File: src/rtl/wb_branch_unit_pkg.sv
// Shared encodings and helpers for the writeback / branch unit.
package wb_branch_unit_pkg;

  localparam int SQUASH_DEPTH_DEF = 2;
  localparam int REG_AW           = 5;

  typedef enum logic [1:0] {
    MD_F    = 2'b00,
    MD_DOUT = 2'b01,
    MD_SLT  = 2'b10,
    MD_F_ALT = 2'b11
  } md_e;

  typedef enum logic [1:0] {
    BS_NEVER = 2'b00,
    BS_COND  = 2'b01,
    BS_BRA   = 2'b10,
    BS_RAA   = 2'b11
  } bs_e;

  typedef enum logic [1:0] {
    PC_INC = 2'b00,
    PC_BRA = 2'b01,
    PC_RAA = 2'b10,
    PC_RSV = 2'b11
  } pc_sel_e;

  function automatic logic [31:0] wb_select(input logic [1:0]  md,
                                            input logic [31:0] f,
                                            input logic [31:0] dout,
                                            input logic        vxorn);
    logic [31:0] v_sel;
    case (md)
      MD_F:    v_sel = f;
      MD_DOUT: v_sel = dout;
      MD_SLT:  v_sel = {31'b0, vxorn};
      default: v_sel = f;
    endcase
    return v_sel;
  endfunction

endpackage

File: src/rtl/wb_branch_unit_if.sv
// Execute/decode-side signal bundle of the writeback / branch unit.
interface wb_branch_unit_if;
  import wb_branch_unit_pkg::*;

  logic              RW;
  logic [REG_AW-1:0] DA;
  logic [1:0]        MD;
  logic [31:0]       F;
  logic [31:0]       Data_Out;
  logic              VxorN;
  logic              BS_one;
  logic              BS_zero;
  logic              PS;
  logic              Z;
  logic [31:0]       BrA;
  logic [31:0]       RAA;
  logic [REG_AW-1:0] AA;
  logic [REG_AW-1:0] BA;
  logic [31:0]       A_DATA;
  logic [31:0]       B_DATA;
  logic [1:0]        PC_SEL;
  logic [31:0]       PC_TARGET;
  logic              FLUSH;

  modport master (
    output RW, DA, MD, F, Data_Out, VxorN, BS_one, BS_zero, PS, Z, BrA, RAA, AA, BA,
    input  A_DATA, B_DATA, PC_SEL, PC_TARGET, FLUSH
  );

  modport slave (
    input  RW, DA, MD, F, Data_Out, VxorN, BS_one, BS_zero, PS, Z, BrA, RAA, AA, BA,
    output A_DATA, B_DATA, PC_SEL, PC_TARGET, FLUSH
  );

endinterface

File: src/rtl/wb_branch_unit_reg_file.sv
// NREGS x 32 register file: two combinational read ports with write-through
// bypass, one write port, synchronous reset; R0 is hard zero.
module wb_branch_unit_reg_file
  import wb_branch_unit_pkg::*;
#(
  parameter int NREGS = 32
) (
  input  logic              i_clk,
  input  logic              i_rst,
  input  logic              i_we,
  input  logic [REG_AW-1:0] i_wa,
  input  logic [31:0]       i_wd,
  input  logic [REG_AW-1:0] i_ra_a,
  input  logic [REG_AW-1:0] i_ra_b,
  output logic [31:0]       o_rd_a,
  output logic [31:0]       o_rd_b
);

  logic [31:0] r_mem [NREGS];

  // storage update; index 0 is never written
  always_ff @(posedge i_clk) begin
    for (int i = 0; i < NREGS; i++) begin
      if (i_rst) begin
        r_mem[i] <= 32'h0;
      end else if (i_we && (i != 0) && (i_wa == REG_AW'(i))) begin
        r_mem[i] <= i_wd;
      end else begin
        r_mem[i] <= r_mem[i];
      end
    end
  end

  // read ports: zero register first, then the pending write, then storage
  always_comb begin
    o_rd_a = 32'h0;
    o_rd_b = 32'h0;
    if (i_ra_a == {REG_AW{1'b0}}) begin
      o_rd_a = 32'h0;
    end else if (i_we && (i_wa == i_ra_a)) begin
      o_rd_a = i_wd;
    end else begin
      o_rd_a = r_mem[i_ra_a];
    end
    if (i_ra_b == {REG_AW{1'b0}}) begin
      o_rd_b = 32'h0;
    end else if (i_we && (i_wa == i_ra_b)) begin
      o_rd_b = i_wd;
    end else begin
      o_rd_b = r_mem[i_ra_b];
    end
  end

endmodule

File: src/rtl/wb_branch_unit.sv
// Branch resolution with post-branch squash window, writeback staging register
// and the register file it feeds.
module wb_branch_unit
  import wb_branch_unit_pkg::*;
#(
  parameter int SQUASH_DEPTH = SQUASH_DEPTH_DEF,
  parameter int NREGS        = 32
) (
  input logic             CLOCK,
  input logic             RESET,
  wb_branch_unit_if.slave bus
);

  localparam int CW = $clog2(SQUASH_DEPTH + 1);

  logic [CW-1:0]     r_squash_cnt;
  logic              r_wb_rw;
  logic [REG_AW-1:0] r_wb_da;
  logic [31:0]       r_wb_data;
  logic              w_squashed;
  logic              w_taken;
  pc_sel_e           w_pc_sel;
  logic [31:0]       w_pc_target;

  assign w_squashed = (r_squash_cnt != {CW{1'b0}});

  // branch decision, masked while the current instruction is squashed
  always_comb begin
    w_taken     = 1'b0;
    w_pc_sel    = PC_INC;
    w_pc_target = 32'h0;
    if (!w_squashed) begin
      case (bs_e'({bus.BS_one, bus.BS_zero}))
        BS_NEVER: begin
          w_taken  = 1'b0;
          w_pc_sel = PC_INC;
        end
        BS_COND: begin
          if (bus.Z == bus.PS) begin
            w_taken  = 1'b1;
            w_pc_sel = PC_BRA;
          end else begin
            w_taken  = 1'b0;
            w_pc_sel = PC_INC;
          end
        end
        BS_BRA: begin
          w_taken  = 1'b1;
          w_pc_sel = PC_BRA;
        end
        BS_RAA: begin
          w_taken  = 1'b1;
          w_pc_sel = PC_RAA;
        end
        default: begin
          w_taken  = 1'b0;
          w_pc_sel = PC_INC;
        end
      endcase
    end else begin
      w_taken  = 1'b0;
      w_pc_sel = PC_INC;
    end
    case (w_pc_sel)
      PC_BRA:  w_pc_target = bus.BrA;
      PC_RAA:  w_pc_target = bus.RAA;
      default: w_pc_target = 32'h0;
    endcase
  end

  assign bus.FLUSH     = w_taken;
  assign bus.PC_SEL    = w_pc_sel;
  assign bus.PC_TARGET = w_pc_target;

  // squash window: only an unsquashed taken branch can (re)load it
  always_ff @(posedge CLOCK) begin
    if (RESET) begin
      r_squash_cnt <= {CW{1'b0}};
    end else if (w_taken) begin
      r_squash_cnt <= CW'(SQUASH_DEPTH);
    end else if (w_squashed) begin
      r_squash_cnt <= r_squash_cnt - CW'(1);
    end else begin
      r_squash_cnt <= r_squash_cnt;
    end
  end

  // writeback staging; squashed instructions lose their write enable
  always_ff @(posedge CLOCK) begin
    if (RESET) begin
      r_wb_rw   <= 1'b0;
      r_wb_da   <= {REG_AW{1'b0}};
      r_wb_data <= 32'h0;
    end else begin
      r_wb_rw   <= bus.RW & ~w_squashed;
      r_wb_da   <= bus.DA;
      r_wb_data <= wb_select(bus.MD, bus.F, bus.Data_Out, bus.VxorN);
    end
  end

  wb_branch_unit_reg_file #(
    .NREGS (NREGS)
  ) u_reg_file (
    .i_clk  (CLOCK),
    .i_rst  (RESET),
    .i_we   (r_wb_rw),
    .i_wa   (r_wb_da),
    .i_wd   (r_wb_data),
    .i_ra_a (bus.AA),
    .i_ra_b (bus.BA),
    .o_rd_a (bus.A_DATA),
    .o_rd_b (bus.B_DATA)
  );

endmodule

File: src/flat_wrapper.sv
// flat-port wrapper written by rule: the top's interface ports become plain ports
module wb_branch_unit_flat import wb_branch_unit_pkg::*;
#(
  parameter int SQUASH_DEPTH = SQUASH_DEPTH_DEF,
  parameter int NREGS        = 32
)
  (CLOCK, RESET, bus_RW, bus_DA, bus_MD, bus_F, bus_Data_Out, bus_VxorN, bus_BS_one, bus_BS_zero, bus_PS, bus_Z, bus_BrA, bus_RAA, bus_AA, bus_BA, bus_A_DATA, bus_B_DATA, bus_PC_SEL, bus_PC_TARGET, bus_FLUSH);
  wb_branch_unit_if bus_i ();
  input logic CLOCK;
  input logic RESET;
  input wire logic [$bits(bus_i.RW)-1:0] bus_RW;
  input wire logic [$bits(bus_i.DA)-1:0] bus_DA;
  input wire logic [$bits(bus_i.MD)-1:0] bus_MD;
  input wire logic [$bits(bus_i.F)-1:0] bus_F;
  input wire logic [$bits(bus_i.Data_Out)-1:0] bus_Data_Out;
  input wire logic [$bits(bus_i.VxorN)-1:0] bus_VxorN;
  input wire logic [$bits(bus_i.BS_one)-1:0] bus_BS_one;
  input wire logic [$bits(bus_i.BS_zero)-1:0] bus_BS_zero;
  input wire logic [$bits(bus_i.PS)-1:0] bus_PS;
  input wire logic [$bits(bus_i.Z)-1:0] bus_Z;
  input wire logic [$bits(bus_i.BrA)-1:0] bus_BrA;
  input wire logic [$bits(bus_i.RAA)-1:0] bus_RAA;
  input wire logic [$bits(bus_i.AA)-1:0] bus_AA;
  input wire logic [$bits(bus_i.BA)-1:0] bus_BA;
  output wire logic [$bits(bus_i.A_DATA)-1:0] bus_A_DATA;
  output wire logic [$bits(bus_i.B_DATA)-1:0] bus_B_DATA;
  output wire logic [$bits(bus_i.PC_SEL)-1:0] bus_PC_SEL;
  output wire logic [$bits(bus_i.PC_TARGET)-1:0] bus_PC_TARGET;
  output wire logic [$bits(bus_i.FLUSH)-1:0] bus_FLUSH;
  assign bus_i.RW = bus_RW;
  assign bus_i.DA = bus_DA;
  assign bus_i.MD = bus_MD;
  assign bus_i.F = bus_F;
  assign bus_i.Data_Out = bus_Data_Out;
  assign bus_i.VxorN = bus_VxorN;
  assign bus_i.BS_one = bus_BS_one;
  assign bus_i.BS_zero = bus_BS_zero;
  assign bus_i.PS = bus_PS;
  assign bus_i.Z = bus_Z;
  assign bus_i.BrA = bus_BrA;
  assign bus_i.RAA = bus_RAA;
  assign bus_i.AA = bus_AA;
  assign bus_i.BA = bus_BA;
  assign bus_A_DATA = bus_i.A_DATA;
  assign bus_B_DATA = bus_i.B_DATA;
  assign bus_PC_SEL = bus_i.PC_SEL;
  assign bus_PC_TARGET = bus_i.PC_TARGET;
  assign bus_FLUSH = bus_i.FLUSH;
  wb_branch_unit #(.SQUASH_DEPTH(SQUASH_DEPTH), .NREGS(NREGS)) u_core (.CLOCK(CLOCK), .RESET(RESET), .bus(bus_i));
endmodule
File: config.mk
export PLATFORM = sky130hd
export DESIGN_NAME = wb_branch_unit_flat
export DESIGN_NICKNAME = d
export VERILOG_FILES = /design/src/rtl/wb_branch_unit_pkg.sv /design/src/rtl/wb_branch_unit_if.sv /design/src/rtl/wb_branch_unit_reg_file.sv /design/src/rtl/wb_branch_unit.sv /design/src/flat_wrapper.sv
export SDC_FILE = /design/constraint.sdc
export NUM_CORES = 2
export LEC_CHECK = 0
export CAP_MARGIN = 40
export CORE_ASPECT_RATIO = 1.4
export CORE_MARGIN = 10
export CORE_UTILIZATION = 35
export CTS_BUF_LIST = sky130_fd_sc_hd__clkbuf_4
export DETAILED_ROUTE_END_ITERATION = 8
export GPL_ROUTABILITY_DRIVEN = 0
export PLACE_DENSITY = 0.53
export SLEW_MARGIN = 20
export SYNTH_ARGS = -nofsm -noshare
export SYNTH_HDL_FRONTEND = slang
export SYNTH_SLANG_ARGS = --single-unit
File: constraint.sdc
create_clock -name CLOCK -period 3.4 [get_ports CLOCK]
set_input_delay 0.51 -clock CLOCK [delete_from_list [all_inputs] [get_ports CLOCK]]
set_output_delay 0.51 -clock CLOCK [all_outputs]
set_load 0.01 [all_outputs]
==> metrics.md <==
| Metric | Value |
|---|---|
| CTS root buffer | clkbuf_4 |
| IO Pins | 252 |
| Critical path launch point type | register |
| Pwr dens | 434 nW/um^2 |
| Core region area | 159,000 um^2 |
| Min-Delay Path Depth | 6 |
| WHS | 0.171 ns |
| Rows | 173 |
| Distinct cells, synth | 65 |
| CP Buf/Inv Count | 1 |
| Static leakage | 26.4 nW |
| Clock skew | 0.0655 ns |
| Number of global-route vias before repair | 43.3k |
| Final HPWL DP | 151,000 um |
| Synthesized Nets | 4,266 |
| Met3 Usage GRT | 6.34% |
| Clock insertion delay at the later pin of the skew report | 1.29 ns |
| Largest net degree at the start of global routing | 34 |
| R2R Setup Slk | 0.58 ns |
| Startpoint of the worst hold path | bus_Data_Out[30] |
| Max VDD drop | 0.371 mV |
| Drt first pass iters | 5 |
| DR iter-0 viols | 4,704 |
| Flops & latches, synth | 1,032 |
| Die area | 176,000 um^2 |
| Initial antenna violation count | 17 |
| Reg2reg end | u_core.u_reg_file.r_mem[19][2] |
| Total CTS buffers | 293 |
| RSZ-0062 raised after global routing | true |
| Maxcap violations | 0 |
| GRT Total Usage | 25.3% |
| Worst Path Max Fanout | 2 |
| Cell Count, Final, Fillers Out | 7,166 |
| DRC | 0 |
| Post-synth EDFFs | 992 |
| Die width | 358 um |
| Per-cell routed wire length | 31.8 um |
| Design Power | 0.0308 W |
| Warnings from Yosys | 0 |
| GRT overflow | 0 |
| Final Cycle Share | 114% |
| Syn Inst Count | 4,109 |
| Starting Density | 35.2% |
| Max Clock Freq | 0.258 GHz |
| Slowest CP cell | mux4_2 |
| Clk buf depth | 4 |
| Number of max-slew violations in the final report | 0 |
| Via density per instance | 5.81 |
| Die height | 493 um |
| Final wirelength | 228,000 um |
| Reg2Reg Depth | 5 |
| Cell Area, Synth | 55,900 um^2 |
| Total number of vias | 41.6k |
| Final setup fails | 83 |
| Worst hold path endpoint | u_core.r_wb_data[30] |
| Largest delay share family, worst path | multiplexers |
| CTS Sinks | 1,032 |
| Placed Cells | 6,571 |
| CTS clk-pin slew, worst paths | 0.07 ns |
| RR Startpoint | u_core.r_wb_rw |
| Worst path cell trace | mux4_2, mux4_2, o211ai_1, o211ai_1, buf_2 |
| Hold WC Path Type | input pin to register |
| Worst-margin pin slew | 0.893 ns |
| Layout Nets | 5,033 |
| Met2 Resource Use GR | 42.3% |
| Critical path class | register to output pin |
| WP data required | 2.89 ns |
| Max-slew headroom at the worst pin | 40.0% |
| Area delta synth->final | 26.8% |
| Setup WS post-layout | -0.475 ns |
| Primary FF master, synth | edfxtp_1 |
| First-pass GRT wire length | 320,000 um |
| Synth async-reset ratio | 0% |
| CTS H-tree lvls | 5 |
| Failing checks | negative setup slack |
| Status | finished with violations |
| CP arrival | 3.36 ns |
| Sequential share of the synthesized area | 54.7% |
| Syn_area_per_cell | 13.6 um^2 |
| Met1 GRT Util | 30.9% |
| Setup crit end kind | output pin |
| Final Hold Viols | 0 |
| Post-layout minimum cycle time | 3.87 ns |
| I/O Buffers | 251 |
| Share of cells above drive strength 1 | 36.6% |
| Antenna-violating nets left | 0 |
| TritonCTS clock tree | done |
| Critical Path Max Stage Delay | 0.56 ns |
| GRT Max-Usage Layer | met2 |
| Finished Core Util | 44.6% |
metal layers:
metal | routed length [um] | vias to the layer above
li1 | - | 17400
met1 | 85500 | 21400
met2 | 112000 | 2386
met3 | 21200 | 519
met4 | 9670 | 10
met5 | 78 | -
registers in the layout (all words and copies together), names as in the netlist:
signal / count
u_core.r_squash_cnt: 2
u_core.r_wb_da: 5
u_core.r_wb_data: 32
u_core.r_wb_rw: 1
u_core.u_reg_file.r_mem: 992
synthesized netlist by cell type (5+ instances only):
master	number	area share (%)
mux2_2	66	1.3
a21o_1	7	0.094
o2bb2ai_1	20	0.31
o21ai_1	5	0.045
o221ai_1	45	0.70
o21bai_1	21	0.28
a31oi_1	18	0.20
buf_2	63	0.56
or4_1	12	0.16
a21oi_1	89	0.80
o21ai_0	24	0.21
o211ai_1	34	0.46
nor4_1	10	0.11
nand2b_1	18	0.20
buf_6	14	0.28
nor2_1	175	1.2
inv_1	6	0.040
mux4_2	362	15
and2_1	997	11
nand3_1	41	0.37
clkbuf_1	298	2.0
a221oi_1	51	0.80
a221o_1	15	0.27
buf_1	12	0.081
xnor2_1	7	0.11
edfxtp_1	992	53
nor3_1	31	0.28
o22ai_1	40	0.45
a22oi_1	112	1.5
buf_4	46	0.62
dfxtp_1	40	1.4
a22o_1	16	0.25
nor2b_1	19	0.21
mux2i_1	196	3.5
or3_1	6	0.067
nand2_1	111	0.74
a211oi_1	18	0.24
o221a_1	12	0.24
cell usage in the layout, fill, tap and decap left out, drive strengths merged, types with 40 or more instances in the layout:
master         netlist  final
dfxtp               40     40
clkinv               3     47
a21oi               89     89
nand2              111    111
o221ai              45     45
nand3               41     41
and2               998    998
clkbuf             299    425
mux4               362    362
buf                137    694
a22oi              112    112
clkdlybuf4s50        0    143
mux2                67     67
mux2i              196    196
a221oi              51     51
o22ai               40     40
nor2               176    176
edfxtp             992    992
dlygate4sd3          0     69
cell type report:
| cell class | instances | area [um^2] |
|---|---|---|
| fillers | 14400 | 88000 |
| flip-flops and latches | 1032 | 30600 |
| multi-input cells | 2632 | 25100 |
| repair buffers | 908 | 9090 |
| clock buffers | 423 | 3180 |
| well taps | 2100 | 2630 |
| clock inverters | 52 | 255 |
| inverters | 9 | 36.3 |
| diodes | 10 | 25.0 |
stage by stage:
stage / worst slack [ns] / cell area (um^2) / TNS [ns]
3_3_place_gp: -0.491 / 65000 / -13.52
2_1_floorplan: 0.357 / 55900 / 0
4_1_cts: -0.563 / 70300 / -29.62
6_report: -0.475 / 70900 / -20.93
5_1_grt: -0.596 / 70900 / -34.50
3_5_place_dp: -0.444 / 65000 / -14.34
tightest hold or removal path, stage by stage:
cell,delay (ns)
clkdlybuf4s50_1,0.41
nand2_1,0.07
nor2_1,0.04
buf_4,0.18
a21oi_1,0.15
nor2_1,0.05
report_power, final:
group          internal, W  switching [W]  total [W]
clock              0.00580        0.00551     0.0113
sequential          0.0144       0.000315     0.0147
combinational      0.00215        0.00266    0.00481
cell families (layout without fill, tap and decap cells):
group	Yosys count	after routing	share of synthesized area, %
adders and majority gates	4	4	0.0895
DFF	1032	1032	54.7
AOI/OAI and AO/OA	545	545	7.15
buffers and inverters	445	1392	3.67
other	0	10	0
xor gates and xnor gates	11	11	0.172
muxes	625	625	19.4
and+or+nand+nor	1447	1447	14.8
worst max path at each step:
stage	from	endpoint	slack [ns]	cells past startpoint
3_5_place_dp	bus_AA[0]	bus_A_DATA[31]	-0.44	12
5_1_grt	u_core.u_reg_file.r_mem[30][31]	bus_B_DATA[31]	-0.60	5
4_1_cts	u_core.u_reg_file.r_mem[27][31]	bus_B_DATA[31]	-0.56	5
2_1_floorplan	u_core.r_wb_da[3]	u_core.u_reg_file.r_mem[11][0]	0.36	4
3_3_place_gp	bus_AA[0]	bus_A_DATA[31]	-0.49	9
6_report	u_core.u_reg_file.r_mem[31][31]	bus_B_DATA[31]	-0.47	5
what timing repair did:
| action | CTS | global route |
|---|---|---|
| buffers inserted | 38 | 35 |
| hold buffers | 69 | 0 |
| endpoints found under the setup margin | 96 | 88 |
| pin swaps | 88 | 66 |
| gates resized for setup | 659 | 131 |
| gates cloned | 3 | 3 |
| hold endpoints to repair | 48 | 0 |
No activity file was read; power rests on OpenSTA's default activity.
